===== src/rtl/mem_port_arbiter_if.sv =====
// Bundle of the two requester ports and the memory-side port of the
// memory port arbiter. The arbiter uses the slave view; the requesters
// and the memory together use the master view.
interface mem_port_arbiter_if #(
    parameter int ADDR_W = 16,
    parameter int DATA_W = 16
);
    // requester 0
    logic              r0_req;
    logic              r0_write;
    logic [ADDR_W-1:0] r0_addr;
    logic [DATA_W-1:0] r0_wdata;
    logic              r0_gnt;
    logic              r0_done;
    logic [DATA_W-1:0] r0_rdata;
    logic              r0_err;
    // requester 1
    logic              r1_req;
    logic              r1_write;
    logic [ADDR_W-1:0] r1_addr;
    logic [DATA_W-1:0] r1_wdata;
    logic              r1_gnt;
    logic              r1_done;
    logic [DATA_W-1:0] r1_rdata;
    logic              r1_err;
    // memory side
    logic              m_valid;
    logic              m_write;
    logic [ADDR_W-1:0] m_addr;
    logic [DATA_W-1:0] m_wdata;
    logic              m_ready;
    logic [DATA_W-1:0] m_rdata;
    logic              m_error;

    modport slave (
        input  r0_req, r0_write, r0_addr, r0_wdata,
        output r0_gnt, r0_done, r0_rdata, r0_err,
        input  r1_req, r1_write, r1_addr, r1_wdata,
        output r1_gnt, r1_done, r1_rdata, r1_err,
        output m_valid, m_write, m_addr, m_wdata,
        input  m_ready, m_rdata, m_error
    );

    modport master (
        output r0_req, r0_write, r0_addr, r0_wdata,
        input  r0_gnt, r0_done, r0_rdata, r0_err,
        output r1_req, r1_write, r1_addr, r1_wdata,
        input  r1_gnt, r1_done, r1_rdata, r1_err,
        input  m_valid, m_write, m_addr, m_wdata,
        output m_ready, m_rdata, m_error
    );
endinterface


===== src/rtl/mem_port_arbiter.sv =====
// Two-requester round-robin arbiter and sequencer in front of a
// single-port memory. One access in flight at a time; out-of-range
// addresses are rejected locally and never reach the memory.
module mem_port_arbiter #(
    parameter int ADDR_W  = 16,
    parameter int DATA_W  = 16,
    parameter int DEPTH   = 2048,
    parameter int TIMEOUT = 15
) (
    input  logic              clk,
    input  logic              rst,
    mem_port_arbiter_if.slave bus,
    output logic              busy
);
    localparam logic [1:0] ST_IDLE  = 2'd0;
    localparam logic [1:0] ST_ISSUE = 2'd1;
    localparam logic [1:0] ST_WAIT  = 2'd2;
    localparam logic [1:0] ST_DONE  = 2'd3;

    logic [1:0]             state_q, state_d;
    logic                   last_q, last_d;
    logic                   id_q, id_d;
    logic                   wr_q, wr_d;
    logic [3:0]             cnt_q, cnt_d;
    logic [1:0]             gnt_q, gnt_d;
    logic [1:0]             done_q, done_d;
    logic [1:0]             err_q, err_d;
    logic [1:0][DATA_W-1:0] rdata_q, rdata_d;
    logic                   m_valid_q, m_valid_d;
    logic                   m_write_q, m_write_d;
    logic [ADDR_W-1:0]      m_addr_q, m_addr_d;
    logic [DATA_W-1:0]      m_wdata_q, m_wdata_d;
    logic                   busy_q, busy_d;

    logic                   sel_any;
    logic                   sel_id;
    logic                   sel_write;
    logic [ADDR_W-1:0]      sel_addr;
    logic [DATA_W-1:0]      sel_wdata;
    logic                   sel_oor;

    // Round-robin pick: on a tie the requester that did not win last time goes.
    always_comb begin
        sel_any   = bus.r0_req | bus.r1_req;
        sel_id    = (bus.r0_req & bus.r1_req) ? ~last_q : bus.r1_req;
        sel_write = sel_id ? bus.r1_write : bus.r0_write;
        sel_addr  = sel_id ? bus.r1_addr  : bus.r0_addr;
        sel_wdata = sel_id ? bus.r1_wdata : bus.r0_wdata;
        sel_oor   = (32'(sel_addr) >= 32'(DEPTH));
    end

    // Sequencer next-state: IDLE -> ISSUE -> WAIT -> DONE, or IDLE -> DONE on a range error.
    always_comb begin
        state_d   = state_q;
        last_d    = last_q;
        id_d      = id_q;
        wr_d      = wr_q;
        cnt_d     = cnt_q;
        gnt_d     = 2'b00;
        done_d    = 2'b00;
        err_d     = 2'b00;
        rdata_d   = rdata_q;
        m_valid_d = m_valid_q;
        m_write_d = m_write_q;
        m_addr_d  = m_addr_q;
        m_wdata_d = m_wdata_q;

        case (state_q)
            ST_IDLE: begin
                if (sel_any) begin
                    id_d          = sel_id;
                    wr_d          = sel_write;
                    last_d        = sel_id;
                    gnt_d[sel_id] = 1'b1;
                    if (sel_oor) begin
                        // m_* keep the previous command; memory is never touched
                        state_d = ST_DONE;
                    end else begin
                        m_valid_d = 1'b1;
                        m_write_d = sel_write;
                        m_addr_d  = sel_addr;
                        m_wdata_d = sel_wdata;
                        state_d   = ST_ISSUE;
                    end
                end
            end
            ST_ISSUE: begin
                m_valid_d = 1'b0;
                cnt_d     = 4'd0;
                state_d   = ST_WAIT;
            end
            ST_WAIT: begin
                if (bus.m_ready) begin
                    if (!wr_q) begin
                        rdata_d[id_q] = bus.m_rdata;
                    end
                    done_d[id_q] = 1'b1;
                    err_d[id_q]  = bus.m_error;
                    state_d      = ST_DONE;
                end else if (cnt_q == 4'(TIMEOUT - 1)) begin
                    done_d[id_q] = 1'b1;
                    err_d[id_q]  = 1'b1;
                    state_d      = ST_DONE;
                end else begin
                    cnt_d = cnt_q + 4'd1;
                end
            end
            default: begin
                // Entered from WAIT the done pulse is already out; entered from
                // IDLE (range error) it still has to be issued, one cycle after gnt.
                if (done_q == 2'b00) begin
                    done_d[id_q] = 1'b1;
                    err_d[id_q]  = 1'b1;
                end else begin
                    state_d = ST_IDLE;
                end
            end
        endcase

        busy_d = (state_d != ST_IDLE);
    end

    // State and output registers; rst low at an edge abandons any access in flight.
    always_ff @(posedge clk) begin
        if (!rst) begin
            state_q   <= ST_IDLE;
            last_q    <= 1'b1;
            id_q      <= 1'b0;
            wr_q      <= 1'b0;
            cnt_q     <= 4'd0;
            gnt_q     <= 2'b00;
            done_q    <= 2'b00;
            err_q     <= 2'b00;
            rdata_q   <= '0;
            m_valid_q <= 1'b0;
            m_write_q <= 1'b0;
            m_addr_q  <= '0;
            m_wdata_q <= '0;
            busy_q    <= 1'b0;
        end else begin
            state_q   <= state_d;
            last_q    <= last_d;
            id_q      <= id_d;
            wr_q      <= wr_d;
            cnt_q     <= cnt_d;
            gnt_q     <= gnt_d;
            done_q    <= done_d;
            err_q     <= err_d;
            rdata_q   <= rdata_d;
            m_valid_q <= m_valid_d;
            m_write_q <= m_write_d;
            m_addr_q  <= m_addr_d;
            m_wdata_q <= m_wdata_d;
            busy_q    <= busy_d;
        end
    end

    assign bus.r0_gnt   = gnt_q[0];
    assign bus.r0_done  = done_q[0];
    assign bus.r0_err   = err_q[0];
    assign bus.r0_rdata = rdata_q[0];
    assign bus.r1_gnt   = gnt_q[1];
    assign bus.r1_done  = done_q[1];
    assign bus.r1_err   = err_q[1];
    assign bus.r1_rdata = rdata_q[1];
    assign bus.m_valid  = m_valid_q;
    assign bus.m_write  = m_write_q;
    assign bus.m_addr   = m_addr_q;
    assign bus.m_wdata  = m_wdata_q;
    assign busy         = busy_q;
endmodule


===== src/flat_wrapper.sv =====
// flat-port wrapper written by rule: the top's interface ports become plain ports
module mem_port_arbiter_flat 
#(
    parameter int ADDR_W  = 16,
    parameter int DATA_W  = 16,
    parameter int DEPTH   = 2048,
    parameter int TIMEOUT = 15
)
  (clk, rst, busy, bus_r0_req, bus_r0_write, bus_r0_addr, bus_r0_wdata, bus_r0_gnt, bus_r0_done, bus_r0_rdata, bus_r0_err, bus_r1_req, bus_r1_write, bus_r1_addr, bus_r1_wdata, bus_r1_gnt, bus_r1_done, bus_r1_rdata, bus_r1_err, bus_m_valid, bus_m_write, bus_m_addr, bus_m_wdata, bus_m_ready, bus_m_rdata, bus_m_error);
  mem_port_arbiter_if #(.ADDR_W(ADDR_W), .DATA_W(DATA_W)) bus_i ();
  input  logic clk;
  input  logic rst;
  output logic busy;
  input wire logic [$bits(bus_i.r0_req)-1:0] bus_r0_req;
  input wire logic [$bits(bus_i.r0_write)-1:0] bus_r0_write;
  input wire logic [$bits(bus_i.r0_addr)-1:0] bus_r0_addr;
  input wire logic [$bits(bus_i.r0_wdata)-1:0] bus_r0_wdata;
  output wire logic [$bits(bus_i.r0_gnt)-1:0] bus_r0_gnt;
  output wire logic [$bits(bus_i.r0_done)-1:0] bus_r0_done;
  output wire logic [$bits(bus_i.r0_rdata)-1:0] bus_r0_rdata;
  output wire logic [$bits(bus_i.r0_err)-1:0] bus_r0_err;
  input wire logic [$bits(bus_i.r1_req)-1:0] bus_r1_req;
  input wire logic [$bits(bus_i.r1_write)-1:0] bus_r1_write;
  input wire logic [$bits(bus_i.r1_addr)-1:0] bus_r1_addr;
  input wire logic [$bits(bus_i.r1_wdata)-1:0] bus_r1_wdata;
  output wire logic [$bits(bus_i.r1_gnt)-1:0] bus_r1_gnt;
  output wire logic [$bits(bus_i.r1_done)-1:0] bus_r1_done;
  output wire logic [$bits(bus_i.r1_rdata)-1:0] bus_r1_rdata;
  output wire logic [$bits(bus_i.r1_err)-1:0] bus_r1_err;
  output wire logic [$bits(bus_i.m_valid)-1:0] bus_m_valid;
  output wire logic [$bits(bus_i.m_write)-1:0] bus_m_write;
  output wire logic [$bits(bus_i.m_addr)-1:0] bus_m_addr;
  output wire logic [$bits(bus_i.m_wdata)-1:0] bus_m_wdata;
  input wire logic [$bits(bus_i.m_ready)-1:0] bus_m_ready;
  input wire logic [$bits(bus_i.m_rdata)-1:0] bus_m_rdata;
  input wire logic [$bits(bus_i.m_error)-1:0] bus_m_error;
  assign bus_i.r0_req = bus_r0_req;
  assign bus_i.r0_write = bus_r0_write;
  assign bus_i.r0_addr = bus_r0_addr;
  assign bus_i.r0_wdata = bus_r0_wdata;
  assign bus_r0_gnt = bus_i.r0_gnt;
  assign bus_r0_done = bus_i.r0_done;
  assign bus_r0_rdata = bus_i.r0_rdata;
  assign bus_r0_err = bus_i.r0_err;
  assign bus_i.r1_req = bus_r1_req;
  assign bus_i.r1_write = bus_r1_write;
  assign bus_i.r1_addr = bus_r1_addr;
  assign bus_i.r1_wdata = bus_r1_wdata;
  assign bus_r1_gnt = bus_i.r1_gnt;
  assign bus_r1_done = bus_i.r1_done;
  assign bus_r1_rdata = bus_i.r1_rdata;
  assign bus_r1_err = bus_i.r1_err;
  assign bus_m_valid = bus_i.m_valid;
  assign bus_m_write = bus_i.m_write;
  assign bus_m_addr = bus_i.m_addr;
  assign bus_m_wdata = bus_i.m_wdata;
  assign bus_i.m_ready = bus_m_ready;
  assign bus_i.m_rdata = bus_m_rdata;
  assign bus_i.m_error = bus_m_error;
  mem_port_arbiter #(.ADDR_W(ADDR_W), .DATA_W(DATA_W), .DEPTH(DEPTH), .TIMEOUT(TIMEOUT)) u_core (.clk(clk), .rst(rst), .bus(bus_i), .busy(busy));
endmodule

===== config.mk =====
export PLATFORM = sky130hd
export DESIGN_NAME = mem_port_arbiter_flat
export DESIGN_NICKNAME = d
export VERILOG_FILES = /design/src/rtl/mem_port_arbiter_if.sv /design/src/rtl/mem_port_arbiter.sv /design/src/flat_wrapper.sv
export SDC_FILE = /design/constraint.sdc
export NUM_CORES = 1
export LEC_CHECK = 0
export CAP_MARGIN = 20
export CORE_UTILIZATION = 41
export DETAILED_ROUTE_END_ITERATION = 10
export PLACE_DENSITY = 0.9
export RECOVER_POWER = 50
export SLEW_MARGIN = 20
export SYNTH_ARGS = -nofsm -noshare
export SYNTH_HDL_FRONTEND = slang
export SYNTH_SLANG_ARGS = --single-unit

===== constraint.sdc =====
create_clock -name clk -period 2.4 [get_ports clk]
set_input_delay 0.48 -clock clk [delete_from_list [all_inputs] [get_ports clk]]
set_output_delay 0.48 -clock clk [all_outputs]
set_load 0.02 [all_outputs]

# --- Word-level counts from Yosys, hierarchy flattened ---
# Cells that the tools add are included.
word_totals:
  input_bits: 88
  wordCells: 77
  output_inout_bits: 73
  register_bits: 82
op_classes:
  eq_ne: 7
  addsub: 1
  bitwise: 6
  n_reduce_logical: 14
  mux: 29
  magnitude_cmp: 5
ops:
  columns: ["cell", "count"]
  rows:
  - ["16-bit two-way mux", 3]
  - ["32-bit bitwise mux", 1]
  - ["2-bit two-way mux", 9]
  - ["16-bit demux with 1-bit select", 1]
  - ["16-bit by 12-bit >= comparator with 1-bit output (second input constant)", 1]
  - ["3-bit AND reduction", 5]
  - ["4-bit two-way mux", 2]
  - ["2-bit one-hot mux with 2 select lines", 2]
  - ["4-bit one-hot mux with 2 select lines", 1]
  - ["1-bit two-way mux", 6]
  - ["2-bit != test (second input constant)", 3]
  - ["2-bit one-hot mux with 3 select lines", 1]
  - ["2-bit nonzero test", 3]
  - ["4-bit by 1-bit adder with 4-bit output (second input constant)", 1]
  - ["4-bit equality test (second input constant)", 1]
  - ["2-bit zero test", 2]
  - ["1-bit by 2-bit less-than comparator with 1-bit output (second input constant)", 2]
  - ["1-bit inverter", 3]
  - ["2-bit bitwise AND", 1]
  - ["1-bit demux with 1-bit select", 2]
  - ["2-bit by 1-bit equality test with 1-bit output (second input constant)", 1]
  - ["2-bit equality test (second input constant)", 1]
  - ["1-bit >= comparator (second input constant)", 2]
  - ["1-bit logical AND", 2]
  - ["6 further kinds", 6]

# --- Depth between registers and ports, before layout ---
logic_depth:
  ltp_word: 8
  depth_mapped: 8
  depth_no_buf: 6

# --- Worst setup path after synthesis ---
# Ideal clock, no wire load.
synth_timing:
  kind: "input -> register"
  start: "input bus_r0_addr[14]"
  end: "register u_core.m_valid_q (netlist: u_core.bus.m_valid)"
  arrival_time_ps: 1905
  n_path_buf: 1
  path_stages: 5
  path_slack_ps: 437
  required_ps: 2342
  setup_time_ps: 58
  cell_sequence: "or4_4 > or3_4 > a21oi_4 > buf_6 > o221a_2"
synth_via:
  elab_chain_cells: 4
synth_rtl:
  columns: ["element", "line", "text"]
  rows:
  - ["from (decl)", "flat_wrapper.sv:16", "input wire logic [$bits(bus_i.r0_addr)-1:0] bus_r0_addr;"]
  - ["16-bit two-way mux", "mem_port_arbiter.sv:47", "sel_addr = sel_id ? bus.r1_addr : bus.r0_addr;"]
  - ["16-bit by 12-bit >= comparator with 1-bit output", "mem_port_arbiter.sv:49", "sel_oor = (32'(sel_addr) >= 32'(DEPTH));"]
  - ["2-bit != test (no source line)", null, null]
  - ["3-bit AND reduction (no source line)", null, null]
  - ["to (signal assigned)", "mem_port_arbiter.sv:150", "m_valid_q <= m_valid_d;"]
  - ["to (decl)", "mem_port_arbiter.sv:29", "logic m_valid_q, m_valid_d;"]
# Every way passes these cells.
# A chain may end at the register's enable or synchronous reset.

# --- Final worst setup path ---
layout_timing:
  start: "input bus_r0_req"
  end: "register u_core.m_addr_q[2] (netlist: u_core.bus.m_addr[2])"
layout_via:
  elab_chain_cells: 6
  elab_cells_between_ends: 7
  cone_classes: "order compare: 1; mux: 2; bitwise: 3; reduce/logical: 1"
layout_rtl:
  columns: ["element", "line", "text"]
  rows:
  - ["from (decl)", "flat_wrapper.sv:14", "input wire logic [$bits(bus_i.r0_req)-1:0] bus_r0_req;"]
  - ["1-bit bitwise AND", "mem_port_arbiter.sv:45", "sel_id = (bus.r0_req & bus.r1_req) ? ~last_q : bus.r1_req;"]
  - ["1-bit two-way mux", "mem_port_arbiter.sv:45", null]
  - ["16-bit two-way mux", "mem_port_arbiter.sv:47", null]
  - ["16-bit by 12-bit >= comparator with 1-bit output", "mem_port_arbiter.sv:49", null]
  - ["1-bit inverter (no source line)", null, null]
  - ["3-bit AND reduction (no source line)", null, null]
  - ["to (signal assigned)", "mem_port_arbiter.sv:152", "m_addr_q <= m_addr_d;"]
  - ["to (decl)", "mem_port_arbiter.sv:31", "logic [ADDR_W-1:0] m_addr_q, m_addr_d;"]
# Several ways; a longest one is shown, not always the timed one.

==> results.ini <==
[setup_path]
r2r_cells = 6
critPathArrivalTime_ps = 2410
worstSetupPathType = in -> reg
max_stage_delay_ps = 670
setup.worst_path.start_class = primary input
crit_family = buffers and inverters
required_ps = 2700
slowest_stage = dlygate4sd3_1
r2r_start = u_core.state_q[0]$_SDFF_PN0_
crit_path_end_kind = register
worst-path-buf-inv = 2
reg2reg_slack_ps = 540
critical_path.cell_chain = dlygate4sd3_1, a21bo_1, buf_4, nand2_1, nand3_1, o221a_2
r2r_end = u_core.bus.r0_rdata[4]$_SDFFE_PN0P_
crit_fanout = 21

[routing]
routedWlPerCell_um = 14.8
drt_pass1_iterations = 4
drt-total-wl_um = 10100
ant_nets = 0
drt-initial-drc-count = 146
avgViaCountPerCell = 5.14
via_count = 3522
drc = 0

[cts]
postCtsHoldBufs = 0
cts_setup_buffers = 0
clock_latency_ps = 360
cts_root_buffer = clkbuf_8
clkSlewWorstSetupHoldPaths_ps = 70
h-tree-depth = 3
cts_buffers = 9
cts.sinks = 82
tritoncts = done
cts_resized = 0
clk_path_buf_depth = 2

[floorplan]
die_y_um = 93.9
fp.dieW_um = 93.9
io_pins = 161
die_area_um2 = 8820
core_area_um2 = 8220
fp-row-count = 33
start_util_pct = 42.2

[logic_synthesis]
synth_most_common_cell = nand2_1
synth-xor-area-share_pct = 0.505
ys_seq_area_share_pct = 47.4
yosysTopAreaCellShare_pct = 47.4
yosysWarnings = 0
synth_edf_count = 0
ys_types = 38
syn-num-nets = 510
async_flop_share_pct = 0
synthSimpleGateAreaFrac_pct = 26.6
syn_avg_cell_area_um2 = 8.33
synth_top_family_by_area = simple AND/OR/NAND/NOR gates
syn_inst = 416
synth_fa_ha_area_share_pct = 2.17
ys_top_cells_by_count = nand2_1 (113), dfxtp_1 (82), nor2_1 (38)
yosysTopAreaCell = dfxtp_1
synth_compound_area_share_pct = 14.6
muxShareOfSynthArea_pct = 3.79
ys_top_cells_by_area = dfxtp_1 (47%), nand2_1 (12%), o221a_2 (5.5%), a21oi_1 (5.3%), nor2_1 (4.1%)
yosys_most_used_dff = dfxtp_1
synthesis.area_um2 = 3470
synth-seq-cells = 82

[place]
port_buffers = 160
dp_hpwl_um = 7420
gp_congestion = 0.780

[timing]
rsz0062_at_grt = no
relSlewSlack_pct = 50.1
fmax_mhz = 474
slew_viol_final = 0
min_period_over_period_pct = 87.8
setup_violations = 0
fin_skew_ps = 10.7
worst_slew_pin_slew_ps = 749
fin_tns_setup_ps = 0
hold_violations = 0
fin_crit_ps = 2110

[global_routing]
grt.total_usage_pct = 23.5
grt_antenna_before_repair = 0
overflow = 0
grt_max_degree = 41
grt_pass1_vias = 3488
grt_pass1_wl_um = 16000

[cells_and_area]
antennaDiodeCount = 0
fin_nets = 669
fin_util_pct = 65.7
syn2layout_area_growth_pct = 55.8
drive_gt1_share_pct = 8.97
fill_cells = 640

[pwr]
p_per_area_nw_per_um2 = 718
leakage_nw = 2.32
peakVddDrop_mv = 0.335

[worst_hold_path]
worstHoldPathCells = 2
hold_path_end = u_core.bus.r0_rdata[14]$_SDFFE_PN0P_
hp-class = reg -> reg
holdCritStartpoint = u_core.bus.r0_rdata[14]$_SDFFE_PN0P_

[status]
status = completed

[job]
maxCapViolCount = 0

==> layout by cell type (no fill, tap or decap), drive strengths merged, types with 7 or more instances in the layout <==
master and n:
nand2 113, clkdlybuf4s50 96, dfxtp 82, dlygate4sd3 64
nor2 39, a21oi 38, nand3 19, o221a 17
or3 15, clkbuf 13, mux2i 12, buf 12
and3 9, o21ai 9, nor3 7
==> flip-flops by register name, summed over array words and instances, names as in the netlist, 2 cells and up <==
name / cells
u_core.bus.m_addr: 16
u_core.bus.m_wdata: 16
u_core.bus.r0_rdata: 16
u_core.bus.r1_rdata: 16
u_core.cnt_q: 4
u_core.done_q: 2
u_core.err_q: 2
u_core.gnt_q: 2
u_core.state_q: 2
==> stage by stage <==
stage | cells | area (µm²) | power, W | worst slack, ps | hold slack, ps
floorplan | 416 | 3470 | 0.00223 | 437 | 456
global placement | 669 | 5160 | 0.00267 | 48.7 | 442
detailed placement | 669 | 5160 | 0.00272 | 13.1 | 446
CTS | 685 | 5400 | 0.00393 | 379 | 458
global route | 685 | 5400 | 0.00409 | 146 | 470
finish | 685 | 5400 | 0.00388 | 292 | 451
==> how the worst max path moves through the flow <==
stage / startpoint / to / slack (ps) / cells after the start
floorplan: bus_r0_addr[14] / u_core.bus.m_valid$_SDFFE_PN0P_ / 440 / 5
global route: bus_r0_req / u_core.bus.m_addr[2]$_SDFFE_PN0P_ / 150 / 6
detailed placement: bus_r0_addr[14] / u_core.bus.m_addr[6]$_SDFFE_PN0P_ / 10 / 6
global placement: bus_r0_addr[14] / u_core.bus.m_addr[6]$_SDFFE_PN0P_ / 50 / 6
finish: bus_r0_req / u_core.bus.m_addr[2]$_SDFFE_PN0P_ / 290 / 6
CTS: bus_r1_req / u_core.bus.m_write$_SDFFE_PN0P_ / 380 / 5
==> metal layers <==
metal	wire [µm]	track usage [%]
met5	0	0
met4	326	12.8
met3	555	4.85
met2	5080	40.8
met1	4180	26.8
==> report_power, final <==
group          internal, W  total (W)  switching (W)
registers          0.00148    0.00155      0.0000747
clock network     0.000723    0.00121       0.000488
logic             0.000491    0.00112       0.000629
total              0.00269    0.00388        0.00119
==> final cells by class <==
type                    count  area [µm²]  area share [%]
clock buffers              12         145            2.69
clock inverters             4        98.8            1.83
inverters                   6        22.5           0.417
multi-input cells         303        1650            30.6
flip-flops and latches     82        1640            30.4
well taps                 105         131            2.43
repair buffers            173        1710            31.6
==> tightest hold or removal path, delay by kind of cell, from the launching register on <==
kind               cells  cell delay, ps
DFF                    1             310
and+or+nand+nor        1              50
AOI/OAI and AO/OA      1              50
==> kinds of logic after synthesis <==
kind of cell	count (synthesis)
adders and majority gates	6
AOI/OAI and AO/OA	72
and+or+nand+nor	210
DFF	82
muxes	13
xor gates and xnor gates	2
buffers and inverters	31
Power figures use the tool's default switching activity.
